## src/rtl/adc_acq_ctrl.sv

```systemverilog
// adc_acq_ctrl: sample-acquisition sequencer for a dual-channel ADC.
//
// A RestartReq pulse latches the channel/length/period configuration and
// starts an acquisition. In RUN the block issues adc_sample strobes every
// ADC_Speed_Set+1 cycles. Each strobe's data is captured two cycles later and
// packed into a 32-bit word on a valid/ready output. DRAIN waits for the last
// capture to be delivered, then done pulses and the block returns to IDLE.
//
// Ports:
//   clk, reset_n            clock, asynchronous active-low reset
//   RestartReq              start/restart pulse (latches ChannelSel/DataNum/ADC_Speed_Set)
//   ChannelSel[1:0]         00 off, 01 A, 10 B, 11 both
//   DataNum[31:0]           sample ticks per acquisition
//   ADC_Speed_Set[31:0]     sample period minus one
//   adc_data_a/b[15:0]      ADC buses
//   adc_sample              conversion strobe
//   out_valid/out_ready/out_data[31:0]  packed sample word stream
//   busy, done, sample_cnt[31:0]        status
//   overrun_cnt[15:0]       dropped captures (only with ACQ_OVERRUN_EN)
//
// Build option: define ACQ_OVERRUN_EN to never stall ticks and drop captures
// that collide with an untransferred word. Without it, ticks are held back
// until the capture is guaranteed a slot, so no sample is lost.
module adc_acq_ctrl (
    input  logic        clk,
    input  logic        reset_n,
    input  logic        RestartReq,
    input  logic [1:0]  ChannelSel,
    input  logic [31:0] DataNum,
    input  logic [31:0] ADC_Speed_Set,
    input  logic [15:0] adc_data_a,
    input  logic [15:0] adc_data_b,
    input  logic        out_ready,
`ifdef ACQ_OVERRUN_EN
    output logic [15:0] overrun_cnt,
`endif
    output logic        adc_sample,
    output logic        out_valid,
    output logic [31:0] out_data,
    output logic        busy,
    output logic        done,
    output logic [31:0] sample_cnt
);

    // Output word storage: entry 0 is the word on out_data; the others are a
    // skid that absorbs captures already in the 2-stage pipe when the
    // downstream stalls.
`ifdef ACQ_OVERRUN_EN
    localparam int DEPTH = 1;
`else
    localparam int DEPTH = 3;
`endif

    typedef enum logic [1:0] {IDLE, RUN, DRAIN} state_t;

    state_t                  state, state_n;
    logic [1:0]              cfg_ch;
    logic [31:0]             cfg_num;
    logic [31:0]             cfg_spd;
    logic [31:0]             pcnt;
    logic [1:0]              vld_pipe;
    logic [DEPTH-1:0][31:0]  q, q_n;
    logic [1:0]              q_cnt, cnt_n;
    logic                    done_n;
    logic                    xfer;
    logic                    cap_ok;
    logic                    room;
    logic [2:0]              occ;
    logic [31:0]             cap_word;

    assign out_valid = (q_cnt != 2'd0);
    assign out_data  = q[0];
    assign busy      = (state != IDLE);
    assign xfer      = out_valid && out_ready;

    always_comb begin
        case (cfg_ch)
            2'b01:   cap_word = {16'h0000, adc_data_a};
            2'b10:   cap_word = {16'h0000, adc_data_b};
            default: cap_word = {adc_data_b, adc_data_a};
        endcase
    end

    // Every word already stored or still in flight will need a slot; a new
    // tick is allowed only if its capture is guaranteed one.
    assign occ = {1'b0, q_cnt} + {2'b00, vld_pipe[0]} + {2'b00, vld_pipe[1]}
                 - {2'b00, xfer};
`ifdef ACQ_OVERRUN_EN
    assign room = 1'b1;
`else
    assign room = (occ <= 3'(DEPTH - 1));
`endif

    assign adc_sample = (state == RUN) && (pcnt == 32'd0) && room && !RestartReq;

    // Word store: pop on transfer, then append the capture behind it.
    always_comb begin
        q_n   = q;
        cnt_n = q_cnt;
        if (xfer) begin
            for (int i = 0; i < DEPTH - 1; i++) q_n[i] = q[i+1];
            cnt_n = q_cnt - 2'd1;
        end
        cap_ok = vld_pipe[1] && (cnt_n < 2'(DEPTH));
        for (int i = 0; i < DEPTH; i++) begin
            if (cap_ok && (cnt_n == 2'(i))) q_n[i] = cap_word;
        end
        if (cap_ok) cnt_n = cnt_n + 2'd1;
    end

    always_comb begin
        state_n = state;
        done_n  = 1'b0;
        if (RestartReq) begin
            if (ChannelSel == 2'b00 || DataNum == 32'd0) begin
                state_n = IDLE;
                done_n  = 1'b1;
            end else begin
                state_n = RUN;
            end
        end else begin
            case (state)
                RUN: begin
                    if (adc_sample && (sample_cnt + 32'd1 == cfg_num)) state_n = DRAIN;
                end
                DRAIN: begin
                    // pipe stage 1 has landed in cnt_n; only stage 0 is still out
                    if (!vld_pipe[0] && cnt_n == 2'd0) begin
                        state_n = IDLE;
                        done_n  = 1'b1;
                    end
                end
                default: ;
            endcase
        end
    end

    always_ff @(posedge clk or negedge reset_n) begin
        if (!reset_n) begin
            state      <= IDLE;
            done       <= 1'b0;
            cfg_ch     <= 2'b00;
            cfg_num    <= 32'd0;
            cfg_spd    <= 32'd0;
            pcnt       <= 32'd0;
            sample_cnt <= 32'd0;
            vld_pipe   <= 2'b00;
            q          <= '0;
            q_cnt      <= 2'd0;
        end else begin
            state <= state_n;
            done  <= done_n;
            if (RestartReq) begin
                cfg_ch     <= ChannelSel;
                cfg_num    <= DataNum;
                cfg_spd    <= ADC_Speed_Set;
                pcnt       <= 32'd0;
                sample_cnt <= 32'd0;
                vld_pipe   <= 2'b00;
                q          <= '0;
                q_cnt      <= 2'd0;
            end else begin
                vld_pipe <= {vld_pipe[0], adc_sample};
                q        <= q_n;
                q_cnt    <= cnt_n;
                // a deferred tick leaves pcnt at 0 so it fires as soon as room exists
                if (adc_sample) begin
                    sample_cnt <= sample_cnt + 32'd1;
                    pcnt       <= cfg_spd;
                end else if (state == RUN && pcnt != 32'd0) begin
                    pcnt <= pcnt - 32'd1;
                end
            end
        end
    end

`ifdef ACQ_OVERRUN_EN
    always_ff @(posedge clk or negedge reset_n) begin
        if (!reset_n) begin
            overrun_cnt <= 16'h0000;
        end else if (RestartReq) begin
            overrun_cnt <= 16'h0000;
        end else if (vld_pipe[1] && !cap_ok && overrun_cnt != 16'hFFFF) begin
            overrun_cnt <= overrun_cnt + 16'h0001;
        end
    end
`endif

endmodule

```

## config.mk

```make
export PLATFORM = sky130hd
export DESIGN_NAME = adc_acq_ctrl
export DESIGN_NICKNAME = d
export VERILOG_FILES = /design/src/rtl/adc_acq_ctrl.sv
export SDC_FILE = /design/constraint.sdc
export NUM_CORES = 1
export LEC_CHECK = 0
export BUFFER_PORTS_ARGS = -buffer_cell sky130_fd_sc_hd__buf_2
export CORE_MARGIN = 2
export CORE_UTILIZATION = 53
export CTS_CLUSTER_SIZE = 24
export DETAILED_ROUTE_END_ITERATION = 12
export GPL_TIMING_DRIVEN = 0
export PLACE_DENSITY_LB_ADDON = 0.15
export SYNTH_ARGS = -nofsm -noshare
export SYNTH_HDL_FRONTEND = slang
export SYNTH_SLANG_ARGS = --single-unit
```

## constraint.sdc

```tcl
create_clock -name clk -period 3.4 [get_ports clk]
set_input_delay 0.68 -clock clk [delete_from_list [all_inputs] [get_ports clk]]
set_output_delay 0.68 -clock clk [all_outputs]
set_load 0.02 [all_outputs]
```

---- After elaboration in Yosys (flattened, before gate mapping) ----
Index checks and enable logic that the tools add are counted.
Widths: inputs -> output; s select.
word-level totals
  input bits .............................. 102
  output and inout port bits .............. 68
  bits in registers ....................... 233
  word-level logic and storage cells ...... 83
cells by class
  muxes and demuxes ....................... 24
  reduce and logical (&&, ||, !) cells .... 29
  add/subtract/negate cells ............... 7
  order comparisons ....................... 2
  equality and inequality tests ........... 9
operator list
  cell                   count
  $mux 32                8
  $mux 96                1
  $logic_not 32->1       2
  $mux 64                1
  $pmux 32 s2            1
  $add 32x1->32 const B  1
  $eq 32x32->1           1
  $reduce_bool 32->1     1
  $sub 32x1->32 const B  1
  $mux 2                 7
  $reduce_bool 3->1      4
  $logic_and 1x1->1      11
  $reduce_bool 2->1      4
  $eq 2x1->1 const B     3
  $eq 2x2->1 const B     3
  $logic_not 2->1        3
  $ne 3x3->1 const B     2
  $mux 1                 5
  $pmux 2 s2             1
  $add 2x1->3            1
  $add 3x1->3            1
  $le 3x2->1 const B     1
  $reduce_and 3->1       1
  $sub 3x1->3            1
  5 further kinds        6

---- Longest topological paths before layout ----
  word-level depth ........................ 11
  depth in mapped cells ................... 19

---- Least setup slack after synthesis ----
Ideal clock, no wire load.
  path kind ............................... reg-to-output
  from .................................... register q_cnt[0]
  to ...................................... output adc_sample
  buffers on the path ..................... 1
  arrival ................................. 3367 ps
  cell stages (with the launch flop) ...... 15
  setup slack ............................. -647 ps
  path through ............................ dfrtp_1 -> inv_1 -> ha_1 -> inv_1 -> nand2_1 -> inv_1 -> clkbuf_1 -> ha_1 -> inv_1 -> fa_1 -> inv_1 -> fa_1 -> nor2b_1 -> a211oi_1 -> nor3b_1
between the ends
  longest elaborated chain between the ends .. 6
  elaborated cells on any way between the ends .. 8
  classes of those cells .................. 3 x add/sub; 1 x order compare; 4 x reduce/logical
ends and longest elaborated chain
  element                          RTL line  RTL
  start, declared                  63        logic [1:0] q_cnt, cnt_n;
  start signal, assigned           165       q_cnt <= cnt_n;
  $reduce_bool 2->1                71        assign out_valid = (q_cnt != 2'd0);
  via out_valid                    38        output logic out_valid,
  $logic_and 1x1->1                74        assign xfer = out_valid && out_ready;
  $sub 3x1->3                      87        - {2'b00, xfer};
  $le 3x2->1                       91        assign room = (occ <= 3'(DEPTH - 1));
  $logic_and 1x1->1 (2 in series)  94        assign adc_sample = (state == RUN) && (pcnt == 32'd0) && room && !RestartReq;
  end, declared                    37        output logic adc_sample,
The timed path passes the listed nets, and every way through them passes these cells.

---- Worst setup path after layout ----
  from .................................... register q_cnt[0]
  to ...................................... output adc_sample
between the ends
  longest elaborated chain between the ends .. 6
  elaborated cells on any way between the ends .. 8
  classes of those cells .................. 3 x add/sub; 1 x order compare; 4 x reduce/logical
ends and longest elaborated chain
  element                                                  RTL line
  $add 2x1->3 / $reduce_bool 2->1 (equally long branches)  86, 71
  $add 3x1->3 / $logic_and 1x1->1 (equally long branches)  86, 74
  $sub 3x1->3 *                                            87
  $le 3x2->1 *                                             91
  $logic_and 1x1->1 * (2 in series)                        94
Every way passes the cells marked *; elsewhere a longest branch is shown, timed or not.

==> reports/results.ini <==
[synth]
synth.largest_area_cell = dfrtp_1
synth-seq-area-share_pct = 47.3
syn_area_um2 = 12300
ys_ff_latch = 233
synth-compound-area-share_pct = 16.4
synth_nets = 1369
yosys_warnings = 0
synth_xor_area_share_pct = 5.82
synthArstFlopShare_pct = 100
syn-instance-count = 1255
synthFlopType = dfrtp_1
synth_top_family_by_area = simple AND/OR/NAND/NOR gates
post_synth.cell_area_avg_um2 = 9.83
synth_fa_ha_area_share_pct = 1.34
yosys.area_share.simple_pct = 17.6
synth_area_leaders = dfrtp_1 47%, mux2_2 5.8%, nand2_1 5.5%
synth_cell_types = 62
synth_edf_count = 0
synthMuxAreaShare_pct = 5.93
yosys.area.top_type_share_pct = 47.3

[setup_path]
path_buf_inv = 6
crit_family = adder cells
path_cells = inv_2 > ha_4 > inv_4 > nand2_4 > inv_4 > ha_4 > inv_2 > fa_2 > inv_2 > fa_2 > nor2b_4 > a211oi_2 > nor3b_4 > buf_6
slowest_stage = fa_2
cp_max_fo = 3
critical_path_class = reg2out
endpoint_kind = output port
required_ns = 2.72
cp.arrival_ns = 3.10
worst_path_largest_cell_delay_ns = 0.56
crit_top_cell = inv_2
start_kind = flip-flop

[sta]
worst_pin_slew_ns = 1.15
period_minus_slack_ns = 3.78
finalClockSkew_ns = 0.0105
rsz0062_at_grt = true
slew_headroom_pct = 22.8
finalCritPeriodShare_pct = 111
fmax_ghz = 0.264
setup_viol = 1
hold_viol = 0
slew_violations = 0
setup_slack_ns = -0.385

[global_route]
gr-usage-met3_pct = 4.02
antenna_found_initial = 0
track_usage_pct = 29.1
grt_util_met2_pct = 48.4
top_usage_layer = met2
grt.met1_usage_pct = 39.5
grt_overflow = 0
grt_max_degree = 92
grt_pass1_wl_um = 56600
grt_pass1_vias = 10600

[power_and_ir_drop]
powerDensity_nw_per_um2 = 625
power.total_mw = 9.31
irDropWorstVdd_uv = 498
leakage_nw = 6.52

[clock_network]
cts_hold_buffers = 0
path_clk_slew_ns = 0.06
clockBufferDepth = 3
clkSinkCount = 233
h-tree-depth = 1
tritoncts = built
cts_buffers = 25
worstSkewPairLatency_ns = 0.53
root_buffer = clkbuf_16

[place]
gp_congestion = 0.904
portBuffers = 169
dp_hpwl_um = 25100
dp.cells = 1711
placed_area_um2 = 13600

[floorplanning]
die_w_um = 157
rows = 55
dieArea_um2 = 24500
ios = 170
initial_core_util_pct = 54.3
design.core.area_um2 = 22700
die_h_um = 157

[routing]
dr_total_vias = 10800
first_pass_iters = 5
drcViolationCount = 0
wl_um = 35200
final_antenna_net_count = 0
drt-initial-drc-count = 744
drt-vias-per-instance = 6.04
drt-wirelength-per-cell_um = 19.8

[run]
cap_violations = 0

[layout]
insertedDiodeCount = 0
n_fill_cell = 1904
final_nets = 1593
stdcell_count = 1781
drive_gt1_share_pct = 27.4
regArea_um2 = 5830
multi_input_area_um2 = 5990
stdcell_area_um2 = 14900
syn2layout_area_growth_pct = 20.9

[worst_hold_path]
hp-class = in2async

[run_status]
outcome = complete, but fails checks
violations = negative setup slack

layout make-up:
type	instances	share of cell area, %
multi-input combinational	878	40.2
sequential	233	39.1
timing repair buffer	198	7.55
clock buffer	31	4.48
buffer	123	4.43
tap	285	2.39
clock inverter	13	1.32
inverter	20	0.537
state kept, by name, summed over array words and instances (netlist names):
name / cells
cfg_ch: 2
sample_cnt: 32
q: 64
out_data: 32
cfg_num: 32
state: 2
cfg_spd: 32
done: 1
vld_pipe: 2
q_cnt: 2
pcnt: 32
power breakdown:
group | internal [mW] | switching [mW]
combinational | 1.28 | 1.86
sequential | 3.02 | 0.239
clock | 1.77 | 1.15
total | 6.07 | 3.25
placed cells by master, fill, tap and decap left out, types with 5 or more instances in the layout:
cell | Yosys | routed
clkbuf_1 | 67 | 68
nand4_1 | 27 | 27
clkinv_2 | 0 | 6
or4_4 | 2 | 5
nand2_1 | 181 | 179
dfrtp_1 | 233 | 233
mux2_2 | 64 | 64
bufinv_16 | 0 | 5
a211oi_1 | 13 | 8
a31oi_1 | 12 | 11
o21ai_0 | 16 | 15
inv_1 | 20 | 14
a31o_2 | 7 | 7
nand3_1 | 23 | 22
clkbuf_16 | 0 | 25
ha_1 | 10 | 8
nor3_1 | 22 | 22
buf_2 | 8 | 172
buf_1 | 11 | 11
a21oi_1 | 78 | 78
nor4_1 | 25 | 23
buf_4 | 37 | 60
a311oi_1 | 66 | 66
and3_1 | 13 | 13
xnor2_1 | 54 | 54
a22o_1 | 36 | 36
or3_1 | 7 | 5
a32o_1 | 16 | 16
xor2_1 | 28 | 27
and4_1 | 5 | 5
buf_6 | 1 | 8
nor2_1 | 96 | 96
a211oi_2 | 2 | 7
and2_1 | 6 | 6
metrics by stage:
stage	setup slack [ns]	setup TNS (ns)	hold slack, ns	util (%)
6_report	-0.385	-0.385	0.154	65.6
5_1_grt	-0.505	-0.950	0.207	65.6
4_1_cts	-0.470	-0.470	0.190	65.3
3_5_place_dp	-0.753	-33.71	0.481	60.0
3_3_place_gp	-2.50	-609.21	0.474	59.7
2_1_floorplan	0.0120	0	0.384	-
kinds of logic after synthesis:
group                    count (synthesis)
AO/OA/AOI/OAI                          271
AND/OR/NAND/NOR                        448
buffers and inverters                  144
adder cells (fa/ha/maj)                 12
XOR/XNOR                                82
multiplexers                            65
flip-flops                             233
metal layers:
metal / vias to the layer above / part of all wire, %
met5: - / 0
met4: 0 / 2.8
met3: 83 / 6.8
met2: 437 / 48
met1: 5239 / 43
li1: 4995 / -
timing repair:
| item | CTS | global route |
|---|---|---|
| cloned | 2 | 0 |
| setup buffers | 20 | 6 |
| pin swaps | 11 | 10 |
| endpoints found under the setup margin | 67 | 66 |
| gates resized for setup | 42 | 15 |
synthesized netlist by cell type (25+ instances only):
cell,instances
nand2_1,181
mux2_2,64
clkbuf_1,67
a311oi_1,66
dfrtp_1,233
xor2_1,28
buf_4,37
nor4_1,25
nor2_1,96
xnor2_1,54
a22o_1,36
a21oi_1,78
nand4_1,27
path summary, 6_finish.rpt:
path / startpoint / endpoint / slack [ns] / cells past startpoint
worst min-delay path: reset_n / out_data[6] / 0.15 / 1
worst min register to register: q[87] / q[87] / 0.49 / 1
worst max-delay path: q_cnt[0] / adc_sample / -0.38 / 14
max in group asynchronous: reset_n / cfg_num[16] / 2.40 / 2
min in group clk: ChannelSel[0] / cfg_ch[0] / 0.37 / 3
worst max register to register: q_cnt[0] / pcnt[18] / 0.09 / 18
No activity file was read; power rests on OpenSTA's default activity.
